$ cat src/rtl/key_op_sequencer_if.sv
// Calculator front-end bus: raw keys/switches in,
// operation select, commit state and operands out.
interface key_op_sequencer_if;
    logic [1:0] KEY;
    logic [9:0] SW;
    logic [2:0] opSel;
    logic [2:0] nextOpSel;
    logic       opCommit;
    logic       selPulse;
    logic       commitPulse;
    logic [3:0] opA;
    logic [3:0] opB;
    logic       opCin;
    logic [9:0] swSync;

    modport master (
        output KEY, SW,
        input  opSel, nextOpSel, opCommit,
        input  selPulse, commitPulse,
        input  opA, opB, opCin, swSync
    );

    modport slave (
        input  KEY, SW,
        output opSel, nextOpSel, opCommit,
        output selPulse, commitPulse,
        output opA, opB, opCin, swSync
    );
endinterface

$ cat src/rtl/key_op_sequencer.sv
// Debounces the select/commit keys, runs the select/commit
// state machine and registers the operands for the datapath.
module key_op_sequencer #(
    parameter int DEBOUNCE_CYCLES = 250000,
    parameter int CNT_W           = 18,
    parameter int N_OPS           = 7
) (
    input logic               MAX10_CLK1_50,
    input logic               reset_n,
    key_op_sequencer_if.slave bus
);
    typedef enum logic {
        SELECT,
        COMMITTED
    } state_t;

    localparam logic [CNT_W-1:0] CNT_LAST = CNT_W'(DEBOUNCE_CYCLES - 1);
    localparam logic [2:0]       LAST_OP  = 3'(N_OPS - 1);

    logic [1:0]       key_meta;
    logic [1:0]       key_sync;
    logic [1:0]       stable;
    logic [1:0]       pulse;
    logic [CNT_W-1:0] cnt [2];
    logic [9:0]       sw_meta;
    logic [9:0]       sw_sync;

    state_t     state;
    state_t     state_d;
    logic [2:0] op_sel;
    logic [2:0] op_sel_d;
    logic [2:0] next_op;
    logic [2:0] next_op_d;
    logic [3:0] op_a;
    logic [3:0] op_b;
    logic       op_cin;

    always_ff @(posedge MAX10_CLK1_50 or negedge reset_n) begin
        if (!reset_n) begin
            key_meta <= 2'b11;
            key_sync <= 2'b11;
            sw_meta  <= '0;
            sw_sync  <= '0;
        end else begin
            key_meta <= bus.KEY;
            key_sync <= key_meta;
            sw_meta  <= bus.SW;
            sw_sync  <= sw_meta;
        end
    end

    // Press pulse fires on the same edge stable falls to 0.
    always_ff @(posedge MAX10_CLK1_50 or negedge reset_n) begin
        if (!reset_n) begin
            stable <= 2'b11;
            pulse  <= 2'b00;
            cnt[0] <= '0;
            cnt[1] <= '0;
        end else begin
            for (int i = 0; i < 2; i++) begin
                if (key_sync[i] == stable[i]) begin
                    cnt[i]   <= '0;
                    pulse[i] <= 1'b0;
                end else if (cnt[i] == CNT_LAST) begin
                    cnt[i]    <= '0;
                    stable[i] <= key_sync[i];
                    pulse[i]  <= ~key_sync[i];
                end else begin
                    cnt[i]   <= cnt[i] + 1'b1;
                    pulse[i] <= 1'b0;
                end
            end
        end
    end

    always_ff @(posedge MAX10_CLK1_50 or negedge reset_n) begin
        if (!reset_n) begin
            state   <= SELECT;
            op_sel  <= 3'd0;
            next_op <= 3'd1;
        end else begin
            state   <= state_d;
            op_sel  <= op_sel_d;
            next_op <= next_op_d;
        end
    end

    // Commit takes priority over a coincident select.
    always_comb begin
        state_d   = state;
        op_sel_d  = op_sel;
        next_op_d = next_op;
        unique case (state)
            SELECT: begin
                if (pulse[1]) begin
                    state_d = COMMITTED;
                end else if (pulse[0]) begin
                    op_sel_d  = next_op;
                    next_op_d = (next_op == LAST_OP) ? 3'd0
                                                     : next_op + 3'd1;
                end
            end
            COMMITTED: begin
                if (pulse[1]) begin
                    state_d = SELECT;
                end
            end
            default: ;
        endcase
    end

    always_ff @(posedge MAX10_CLK1_50 or negedge reset_n) begin
        if (!reset_n) begin
            op_a   <= '0;
            op_b   <= '0;
            op_cin <= 1'b0;
        end else if (state == COMMITTED) begin
            op_a   <= sw_sync[3:0];
            op_b   <= sw_sync[7:4];
            op_cin <= sw_sync[8];
        end else begin
            op_a   <= '0;
            op_b   <= '0;
            op_cin <= 1'b0;
        end
    end

    assign bus.opSel       = op_sel;
    assign bus.nextOpSel   = next_op;
    assign bus.opCommit    = (state == COMMITTED);
    assign bus.selPulse    = pulse[0];
    assign bus.commitPulse = pulse[1];
    assign bus.opA         = op_a;
    assign bus.opB         = op_b;
    assign bus.opCin       = op_cin;
    assign bus.swSync      = sw_sync;
endmodule

$ cat src/flat_wrapper.sv
// flat-port wrapper written by rule: the top's interface ports become plain ports
module key_op_sequencer_flat 
#(
    parameter int DEBOUNCE_CYCLES = 250000,
    parameter int CNT_W           = 18,
    parameter int N_OPS           = 7
)
  (MAX10_CLK1_50, reset_n, bus_KEY, bus_SW, bus_opSel, bus_nextOpSel, bus_opCommit, bus_selPulse, bus_commitPulse, bus_opA, bus_opB, bus_opCin, bus_swSync);
  key_op_sequencer_if bus_i ();
  input logic MAX10_CLK1_50;
  input logic reset_n;
  input wire logic [$bits(bus_i.KEY)-1:0] bus_KEY;
  input wire logic [$bits(bus_i.SW)-1:0] bus_SW;
  output wire logic [$bits(bus_i.opSel)-1:0] bus_opSel;
  output wire logic [$bits(bus_i.nextOpSel)-1:0] bus_nextOpSel;
  output wire logic [$bits(bus_i.opCommit)-1:0] bus_opCommit;
  output wire logic [$bits(bus_i.selPulse)-1:0] bus_selPulse;
  output wire logic [$bits(bus_i.commitPulse)-1:0] bus_commitPulse;
  output wire logic [$bits(bus_i.opA)-1:0] bus_opA;
  output wire logic [$bits(bus_i.opB)-1:0] bus_opB;
  output wire logic [$bits(bus_i.opCin)-1:0] bus_opCin;
  output wire logic [$bits(bus_i.swSync)-1:0] bus_swSync;
  assign bus_i.KEY = bus_KEY;
  assign bus_i.SW = bus_SW;
  assign bus_opSel = bus_i.opSel;
  assign bus_nextOpSel = bus_i.nextOpSel;
  assign bus_opCommit = bus_i.opCommit;
  assign bus_selPulse = bus_i.selPulse;
  assign bus_commitPulse = bus_i.commitPulse;
  assign bus_opA = bus_i.opA;
  assign bus_opB = bus_i.opB;
  assign bus_opCin = bus_i.opCin;
  assign bus_swSync = bus_i.swSync;
  key_op_sequencer #(.DEBOUNCE_CYCLES(DEBOUNCE_CYCLES), .CNT_W(CNT_W), .N_OPS(N_OPS)) u_core (.MAX10_CLK1_50(MAX10_CLK1_50), .reset_n(reset_n), .bus(bus_i));
endmodule
$ cat config.mk
export PLATFORM = sky130hd
export DESIGN_NAME = key_op_sequencer_flat
export DESIGN_NICKNAME = d
export VERILOG_FILES = /design/src/rtl/key_op_sequencer_if.sv /design/src/rtl/key_op_sequencer.sv /design/src/flat_wrapper.sv
export SDC_FILE = /design/constraint.sdc
export NUM_CORES = 1
export LEC_CHECK = 0
export CAP_MARGIN = 20
export CORE_MARGIN = 1.5
export CORE_UTILIZATION = 25
export DETAILED_ROUTE_END_ITERATION = 8
export DONT_BUFFER_PORTS = 1
export SYNTH_ARGS = -nofsm -noshare
export SYNTH_HDL_FRONTEND = slang
export SYNTH_SLANG_ARGS = --single-unit
$ cat constraint.sdc
create_clock -name MAX10_CLK1_50 -period 1.65 [get_ports MAX10_CLK1_50]
set_input_delay 0.2475 -clock MAX10_CLK1_50 [delete_from_list [all_inputs] [get_ports MAX10_CLK1_50]]
set_output_delay 0.2475 -clock MAX10_CLK1_50 [all_outputs]
set_load 0.005 [all_outputs]
Word level (Yosys, flattened, before mapping)
Index checks and enable logic that the tools add are counted.
{"block": "classes", "add_sub_neg": 3, "n_eq_ne": 5, "n_bitwise": 6, "muxes": 15, "n_reduce_logical": 3}
{"op": "18-bit two-way mux", "count": 4}
{"op": "18-bit by 1-bit adder with 18-bit output, second input constant", "count": 2}
{"op": "18-bit == test, second input constant", "count": 2}
{"op": "4-bit two-way mux", "count": 2}
{"op": "1-bit two-way mux", "count": 7}
{"op": "1-bit inverter", "count": 6}
{"op": "2-bit AND reduction", "count": 2}
{"op": "3-bit by 1-bit adder with 3-bit output, second input constant", "count": 1}
{"op": "3-bit == test, second input constant", "count": 1}
{"op": "3-bit two-way mux", "count": 1}
{"op": "3-bit AND reduction", "count": 1}
{"op": "1-bit == test", "count": 2}
{"op": "1-bit case mux with 2 select lines", "count": 1}
{"block": "word_totals", "regBits": 80, "elab_cells": 47}

Longest topological paths before layout
Gate-level depths: netlist (run 1).
{"block": "depth", "word_depth": 3, "mapped_depth": 5}

Least setup slack after synthesis (run 1)
Ideal clock, no wire load.
{"block": "synth_timing", "kind": "reg-to-reg", "from": "register u_core.cnt[10] (netlist bit)", "to": "register u_core.cnt[10] (netlist bit)", "setup_time_ns": 0.122, "t_arrival_ns": 1.610, "path_stages_with_launch": 6, "path_slack_ns": -0.081, "path_buffers": 1, "cell_sequence": "dfrtp_1 nor4_1 nand4_1 o41ai_2 buf_2 nor2_1"}
{"block": "synth_via", "elab_chain_len": 3, "elab_cells_between_ends": 4, "classes_between": "add/sub: 1; eq/ne: 1; mux: 2"}
{"item": "start: declaration", "line_no": "key_op_sequencer.sv:24", "rtl": "logic [CNT_W-1:0] cnt [2];"}
{"item": "start signal: indexed assignment", "line_no": "key_op_sequencer.sv:69", "rtl": "cnt[i] <= cnt[i] + 1'b1;"}
{"item": "18-bit by 1-bit adder with 18-bit output / 18-bit == test (equally long branches)", "line_no": "key_op_sequencer.sv:69, key_op_sequencer.sv:64"}
{"item": "18-bit two-way mux (*)", "line_no": "key_op_sequencer.sv:64", "rtl": "end else if (cnt[i] == CNT_LAST) begin"}
{"item": "18-bit two-way mux (*)", "line_no": "key_op_sequencer.sv:61", "rtl": "if (key_sync[i] == stable[i]) begin"}
Mark *: on every way between the ends. The rest lies on a longest branch, timed or not.
A chain may end at the register's enable or synchronous reset.

Final worst setup path (run 1)
{"block": "layout_timing", "from": "register u_core.cnt[26] (netlist bit)", "to": "register u_core.stable[0]"}
{"block": "layout_via", "elab_chain_len": 2}
{"item": "18-bit == test", "line_no": "key_op_sequencer.sv:64"}
{"item": "2-bit AND reduction (no line)"}
{"item": "end signal: indexed assignment", "line_no": "key_op_sequencer.sv:66", "rtl": "stable[i] <= key_sync[i];"}
{"item": "end: declaration", "line_no": "key_op_sequencer.sv:22", "rtl": "logic [1:0] stable;"}
Every way passes these cells.

==> impl_metrics.tcl, run 1 <==
set metrics [dict create \
    multi_input_area_mm2 0.00121 \
    fin_crit_ps 1650 \
    fillCellCount 1248 \
    yosys_most_used_dff "dfrtp_1" \
    whs_ps -395 \
    drc_errors 0 \
    route.detailed.wl_per_inst_um 12.7 \
    gp_congestion 0.815 \
    dpl.hpwl_um 4210 \
    ys.warnings.count 0 \
    fp.dieH_um 116 \
    area_growth_pct 31.6 \
    n_antenna_cell 0 \
    fin_worst_skew_ps 4.92 \
    ff_latch_area_mm2 0.00202 \
    maxClockFrequency_ghz 0.606 \
    via_per_inst 4.39 \
    grt_overflow 0 \
    grt_max_degree 81 \
    cts_tree "built" \
    syn_inst 262 \
    power-per-cell-area_mw_per_mm2 958 \
    vdd_drop_max_mv 0.602 \
    synthesis.nets 279 \
    postLayoutCoreUtil 0.342 \
    rsz0062_at_grt "true" \
    numClockSinks 80 \
    cp.arrival_ps 1920 \
    crit_type "reg2reg" \
    vias 2176 \
    grt_pass1_vias 2228 \
    crit_path_cell_trace "nor4_2 -> nand4_1 -> or4_4 -> mux2_2" \
    clock_latency_ps 340 \
    hold_path.class "in2async" \
    final_layout_size_suffix_gt1_frac 0.284 \
    io-pin-count 42 \
    slew_violations 0 \
    hold_viol 80 \
    critPathRequiredTime_ps 1920 \
    core_mm2 0.0122 \
    ant_nets 0 \
    grt.total_usage 0.105 \
    die_area_mm2 0.0134 \
    synth-edff-count 0 \
    first_iter_violations 99 \
    fin_nets 340 \
    clk_pin_slew_ps 60 \
    max-clock-path-buffers 2 \
    drt-pass1-iter-count 4 \
    async_reset_ff_frac 1.00 \
    antenna_found_initial 0 \
    hold_buffers 12 \
    htree_levels 3 \
    initial_core_util 0.260 \
    reg2reg_slack_ps -1 \
    worstMarginPinSlew_ps 322 \
    cts_buffers 9 \
    ys_ff_latch 80 \
    cp_max_fo 3 \
    grt_pass1_wl_um 10600 \
    die_width_um 116 \
    cp-end-kind "flip-flop" \
    placementRows 40 \
    fin_area_mm2 0.00418 \
    io_buffer_count 0 \
    drt_wl_total_um 6290 \
    synth-seq-area-share 0.633 \
    synth_area_mm2 0.00318 \
    relSlewSlack 0.783 \
    period_share 1.00 \
    status "finished, violations left" \
    setup_viol 1 \
    slowest_delay_ps 450 \
    fin_ws_ps -1.24 \
    leakagePower_nw 1.77 \
    slowest_stage "or4_4" \
    maxCapViolations 0 \
    cp-start-kind "flip-flop" \
    place_area_mm2 0.00367 \
    syn_area_per_cell_um2 12.1 \
    cts-root-buf "clkbuf_16" \
    synth_cell_type_count 33 \
    violations "hold timing, setup timing" \
]
-- state kept, by name, indices dropped and copies added, names as in the netlist --
register	count
u_core.bus.nextOpSel	3
u_core.bus.opA	4
u_core.bus.opB	4
u_core.bus.opCin	1
u_core.bus.opCommit	1
u_core.bus.opSel	3
u_core.bus.swSync	10
u_core.cnt	36
u_core.key_meta	2
u_core.key_sync	2
u_core.pulse	2
u_core.stable	2
u_core.sw_meta	10
-- worst max-delay path: cells and delay by family, from the launching register on --
kind	cells	cell delay, ps
flops	1	440
simple gates	3	850
mux	1	280
-- cells in the mapped netlist, types with 2 or more instances --
master	number	area (um^2)
nand3_1	16	80.1
mux2_2	3	33.8
dfrtp_1	73	1830
or4_1	4	30.0
and4_1	3	26.3
a21oi_1	3	15.0
nor2b_1	2	12.5
nor3b_1	2	15.0
o21ai_0	5	25.0
xor2_1	8	70.1
nor4_1	10	62.6
or3_4	2	22.5
and2_1	9	56.3
o31ai_1	2	15.0
buf_2	2	10.0
and3_1	2	12.5
nand2_1	16	60.1
xnor2_1	22	193
dfstp_2	7	184
inv_1	7	26.3
ha_1	3	37.5
nand4_4	2	42.5
nand4_1	9	56.3
nor3_1	6	30.0
nor2_1	36	135
-- per-layer routing --
metal	wire length, um	vias up	GRT usage
li1	-	1034	-
met1	2990	1089	0.137
met2	2840	42	0.153
met3	264	11	0.0293
met4	183	0	0.0683
met5	0	-	0
-- worst paths after layout --
path,startpoint,to,depth (start not counted)
setup / recovery,u_core.cnt[26],u_core.stable[0],4
max in group asynchronous,reset_n,u_core.bus.nextOpSel[0],0
hold / removal,reset_n,u_core.cnt[6],0
hold reg to reg,u_core.sw_meta[1],u_core.bus.swSync[1],0
setup reg to reg,u_core.cnt[26],u_core.stable[0],4
min in group MAX10_CLK1_50,u_core.sw_meta[1],u_core.bus.swSync[1],0
-- cell type report --
class | count | area share
Timing Repair Buffer | 52 | 0.103
Sequential cell | 80 | 0.483
Clock buffer | 11 | 0.0581
Inverter | 7 | 0.00629
Clock inverter | 5 | 0.0102
Multi-Input combinational cell | 173 | 0.289
Tap cell | 168 | 0.0503
-- cell families after synthesis --
family | share of synthesized area
simple gates | 0.212
mux | 0.0106
buf+inv | 0.0114
xor+xnor | 0.0827
compound gates | 0.0386
flops | 0.633
fa+ha+maj | 0.0118
-- cells in the final DEF, fill, tap and decap left out, types with 3 or more instances in the layout --
| cell type | count |
|---|---|
| a21oi_1 | 3 |
| and2_1 | 9 |
| and4_1 | 3 |
| buf_4 | 37 |
| buf_6 | 3 |
| clkbuf_16 | 9 |
| clkinv_4 | 3 |
| dfrtp_1 | 67 |
| dfrtp_2 | 6 |
| dfstp_2 | 7 |
| dlygate4sd3_1 | 12 |
| inv_1 | 7 |
| mux2_2 | 3 |
| nand2_1 | 16 |
| nand3_1 | 14 |
| nand4_1 | 9 |
| nor2_1 | 35 |
| nor3_1 | 6 |
| nor4_1 | 4 |
| nor4_2 | 6 |
| o21ai_0 | 5 |
| xnor2_1 | 22 |
| xor2_1 | 8 |
-- per-stage QoR --
step           power, W  worst slack, ps  cells  setup TNS, ps
3_5_place_dp    0.00213            -12.7    465          -12.7
6_report        0.00400            -1.24    496          -1.24
4_1_cts         0.00407            -14.6    494          -14.6
3_3_place_gp    0.00213             4.72    465              0
2_1_floorplan   0.00210            -17.4    262          -52.2
5_1_grt         0.00417            -92.7    496          -1990
-- power by group --
| group | total [W] | leakage [nW] | internal (W) | switching (W) |
|---|---|---|---|---|
| Clock | 0.00188 | 0.136 | 0.00107 | 0.000803 |
| Sequential | 0.00204 | 1.03 | 0.00201 | 0.0000289 |
| Combinational | 0.0000887 | 0.602 | 0.0000529 | 0.0000358 |
| Total | 0.00400 | 1.77 | 0.00313 | 0.000868 |
-- timing repair --
action	in CTS	in global routing
setup buffers	1	2
resized for setup	2	18
gates cloned	0	0
pin swaps	2	6
endpoints found under the setup margin	2	40
hold endpoints to repair	92	80
No activity file was read; power rests on OpenSTA's default activity.
==> run 2, diff against run 1 <==
- ABC_AREA: not set -> 1
- SKIP_LAST_GASP: not set -> 1
==> impl_metrics.tcl, run 2 <==
set metrics [dict create \
    async_reset_ff_frac 1.00 \
    die_area_mm2 0.0145 \
    gp_congestion 0.856 \
    drt-pass1-iter-count 4 \
    combPwrFrac 0.017 \
    synth-seq-area-share 0.584 \
    reg2reg_slack_ps 210 \
    critPathRequiredTime_ps 1880 \
    ys_ff_latch 80 \
    hold_viol 80 \
    clock_latency_ps 340 \
    syn_inst 375 \
    fin_crit_ps 1440 \
    antenna_found_initial 0 \
    rsz0062_at_grt "false" \
    synthesis.nets 392 \
    fin_worst_skew_ps 8.31 \
    core_mm2 0.0133 \
    cp-start-kind "flip-flop" \
    fin_nets 416 \
    cts_tree "built" \
    relSlewSlack 0.777 \
    cts_setup_buffers 0 \
    synth_area_mm2 0.00344 \
    grt.total_usage 0.106 \
    cp-end-kind "flip-flop" \
    dp_worst_setup_slack_ps 201 \
    leakagePower_nw 1.80 \
    share_seq_of_total_power 0.510 \
    fillCellCount 1409 \
    layout_commonest_cell "dfrtp_1" \
    synth_top_area_frac 0.531 \
    via_per_inst 4.20 \
    hold_buffers 12 \
    dpl.cell_count 552 \
    period_share 0.870 \
    worstMarginPinSlew_ps 334 \
    cp.arrival_ps 1660 \
    largest_reg_flops 36 \
    placementRows 42 \
    crit_type "reg2reg" \
    p_int_w 0.00307 \
    io_buffer_count 0 \
    maxClockFrequency_ghz 0.697 \
    cts_buffers 9 \
    io-pin-count 42 \
    grt_pass1_wl_um 11700 \
    synth_top_area_cell "dfrtp_1" \
    postCtsResizedCells 0 \
    yosys-top-cells-count "dfrtp_1 (73), nor2_1 (71), nand2_1 (69)" \
    power-per-cell-area_mw_per_mm2 980 \
    grt_overflow 0 \
    ant_nets 0 \
    max-clock-path-buffers 2 \
    die_width_um 120 \
    htree_levels 3 \
    r2r_end "u_core.cnt[29]" \
    hold_path.class "in2async" \
    cp_max_fo 10 \
    vdd_drop_max_mv 0.675 \
    fin_cells 580 \
    power.total_w 0.00399 \
    r2r-start "u_core.cnt[18]" \
    initial_core_util 0.258 \
    synth_most_common_cell "dfrtp_1" \
    area_growth_pct 18.4 \
    synth-edff-count 0 \
    largest-register "u_core.cnt" \
    clkPwrFrac 0.473 \
    violations "hold timing" \
    n_antenna_cell 0 \
    slew_violations 0 \
    numClockSinks 80 \
    final_layout_size_suffix_gt1_frac 0.146 \
    clk_pin_slew_ps 70 \
    tns_ps 0 \
    synth_cell_type_count 25 \
    p_switching_w 0.000919 \
    r2r.worst_path.cells 6 \
    status "finished, violations left" \
    drc_errors 0 \
    vias 2438 \
    syn_area_per_cell_um2 9.18 \
    fin_ws_ps 215 \
    grt_pass1_vias 2490 \
    grt_max_degree 81 \
    maxCapViolations 0 \
    synth_area_leaders "dfrtp_1 (53%), nor2_1 (7.7%), nand2_1 (7.5%), dfstp_2 (5.3%), inv_1 (5.1%)" \
    fp.dieH_um 120 \
    whs_ps -406 \
    yosys_most_used_dff "dfrtp_1" \
    drt_wl_total_um 6930 \
    route.detailed.wl_per_inst_um 12.0 \
    mostFrequentLayoutCells "dfrtp_1 (73), nor2_1 (71), nand2_1 (69)" \
    first_iter_violations 133 \
    switching_share 0.230 \
    ys.warnings.count 0 \
    dpl.hpwl_um 5040 \
    cts-root-buf "clkbuf_16" \
    setup_viol 0 \
]
==> run 2: cell count changes in the layout (fill, tap and decap cells not counted), moves of 10 or more <==
cell / change
nor2_1: +36
nor2_2: +10
buf_4: -35
xnor2_1: -20
nand2_1: +53
inv_1: +40
==> run 2: critical path, stage by stage (launching register included) <==
cell,delay [ps]
dfrtp_1,390
ha_1,220
nand3_2,140
nor2_1,160
nand3_2,140
nand2_2,200
nor2_1,70
==> run 2: power by group through the flow <==
stage | Combinational [W] | Clock, W | Sequential [W]
finish | 0.0000678 | 0.00189 | 0.00204
global route | 0.0000777 | 0.00205 | 0.00204
CTS | 0.0000694 | 0.00197 | 0.00204
detailed placement | 0.0000466 | 0 | 0.00207
global placement | 0.0000447 | 0 | 0.00207
floorplan | 0.0000368 | 0 | 0.00206
==> run 2: per-layer routing <==
layer | GRT usage | routed length (um) | vias up
met1 | 0.129 | 3200 | 1150
met3 | 0.0283 | 383 | 10
met4 | 0.0691 | 184 | 0
met2 | 0.166 | 3160 | 64
met5 | 0 | 0 | -
li1 | - | - | 1214
==> run 2: area by class of cell <==
| cell class | instances | area [um^2] | area share |
|---|---|---|---|
| Clock buffer | 9 | 225 | 0.0553 |
| Clock inverter | 7 | 55.1 | 0.0135 |
| Inverter | 50 | 188 | 0.0461 |
| Multi-Input combinational cell | 244 | 1240 | 0.304 |
| Sequential cell | 80 | 2010 | 0.494 |
| Tap cell | 176 | 220 | 0.0541 |
| Timing Repair Buffer | 14 | 135 | 0.0332 |
==> run 2: worst max-delay path by stage <==
stage                                    from                      end  slack, ps  cells past startpoint
after floorplan           u_core.bus.opCommit  u_core.bus.nextOpSel[0]        310                      7
after global placement         u_core.cnt[18]           u_core.cnt[29]        270                      6
after detailed placement       u_core.cnt[18]           u_core.cnt[27]        200                      6
after CTS                      u_core.cnt[18]           u_core.cnt[22]        200                      6
after global routing           u_core.cnt[18]           u_core.cnt[22]         60                      6
final                          u_core.cnt[18]           u_core.cnt[29]        210                      6
==> run 2: per-stage QoR <==
stage / area, um^2 / utilization
final: 4070 / 0.305
after global routing: 4070 / 0.305
after CTS: 4070 / 0.305
after detailed placement: 3670 / 0.275
after global placement: 3670 / 0.275
after floorplan: 3440 / -
==> run 2: cell families after synthesis <==
family,share of synthesized area
AND/OR/NAND/NOR,0.284
XOR/XNOR,0.0400
flip-flops,0.584
buffers and inverters,0.0556
adder cells (fa/ha/maj),0.0109
AO/OA/AOI/OAI,0.0254
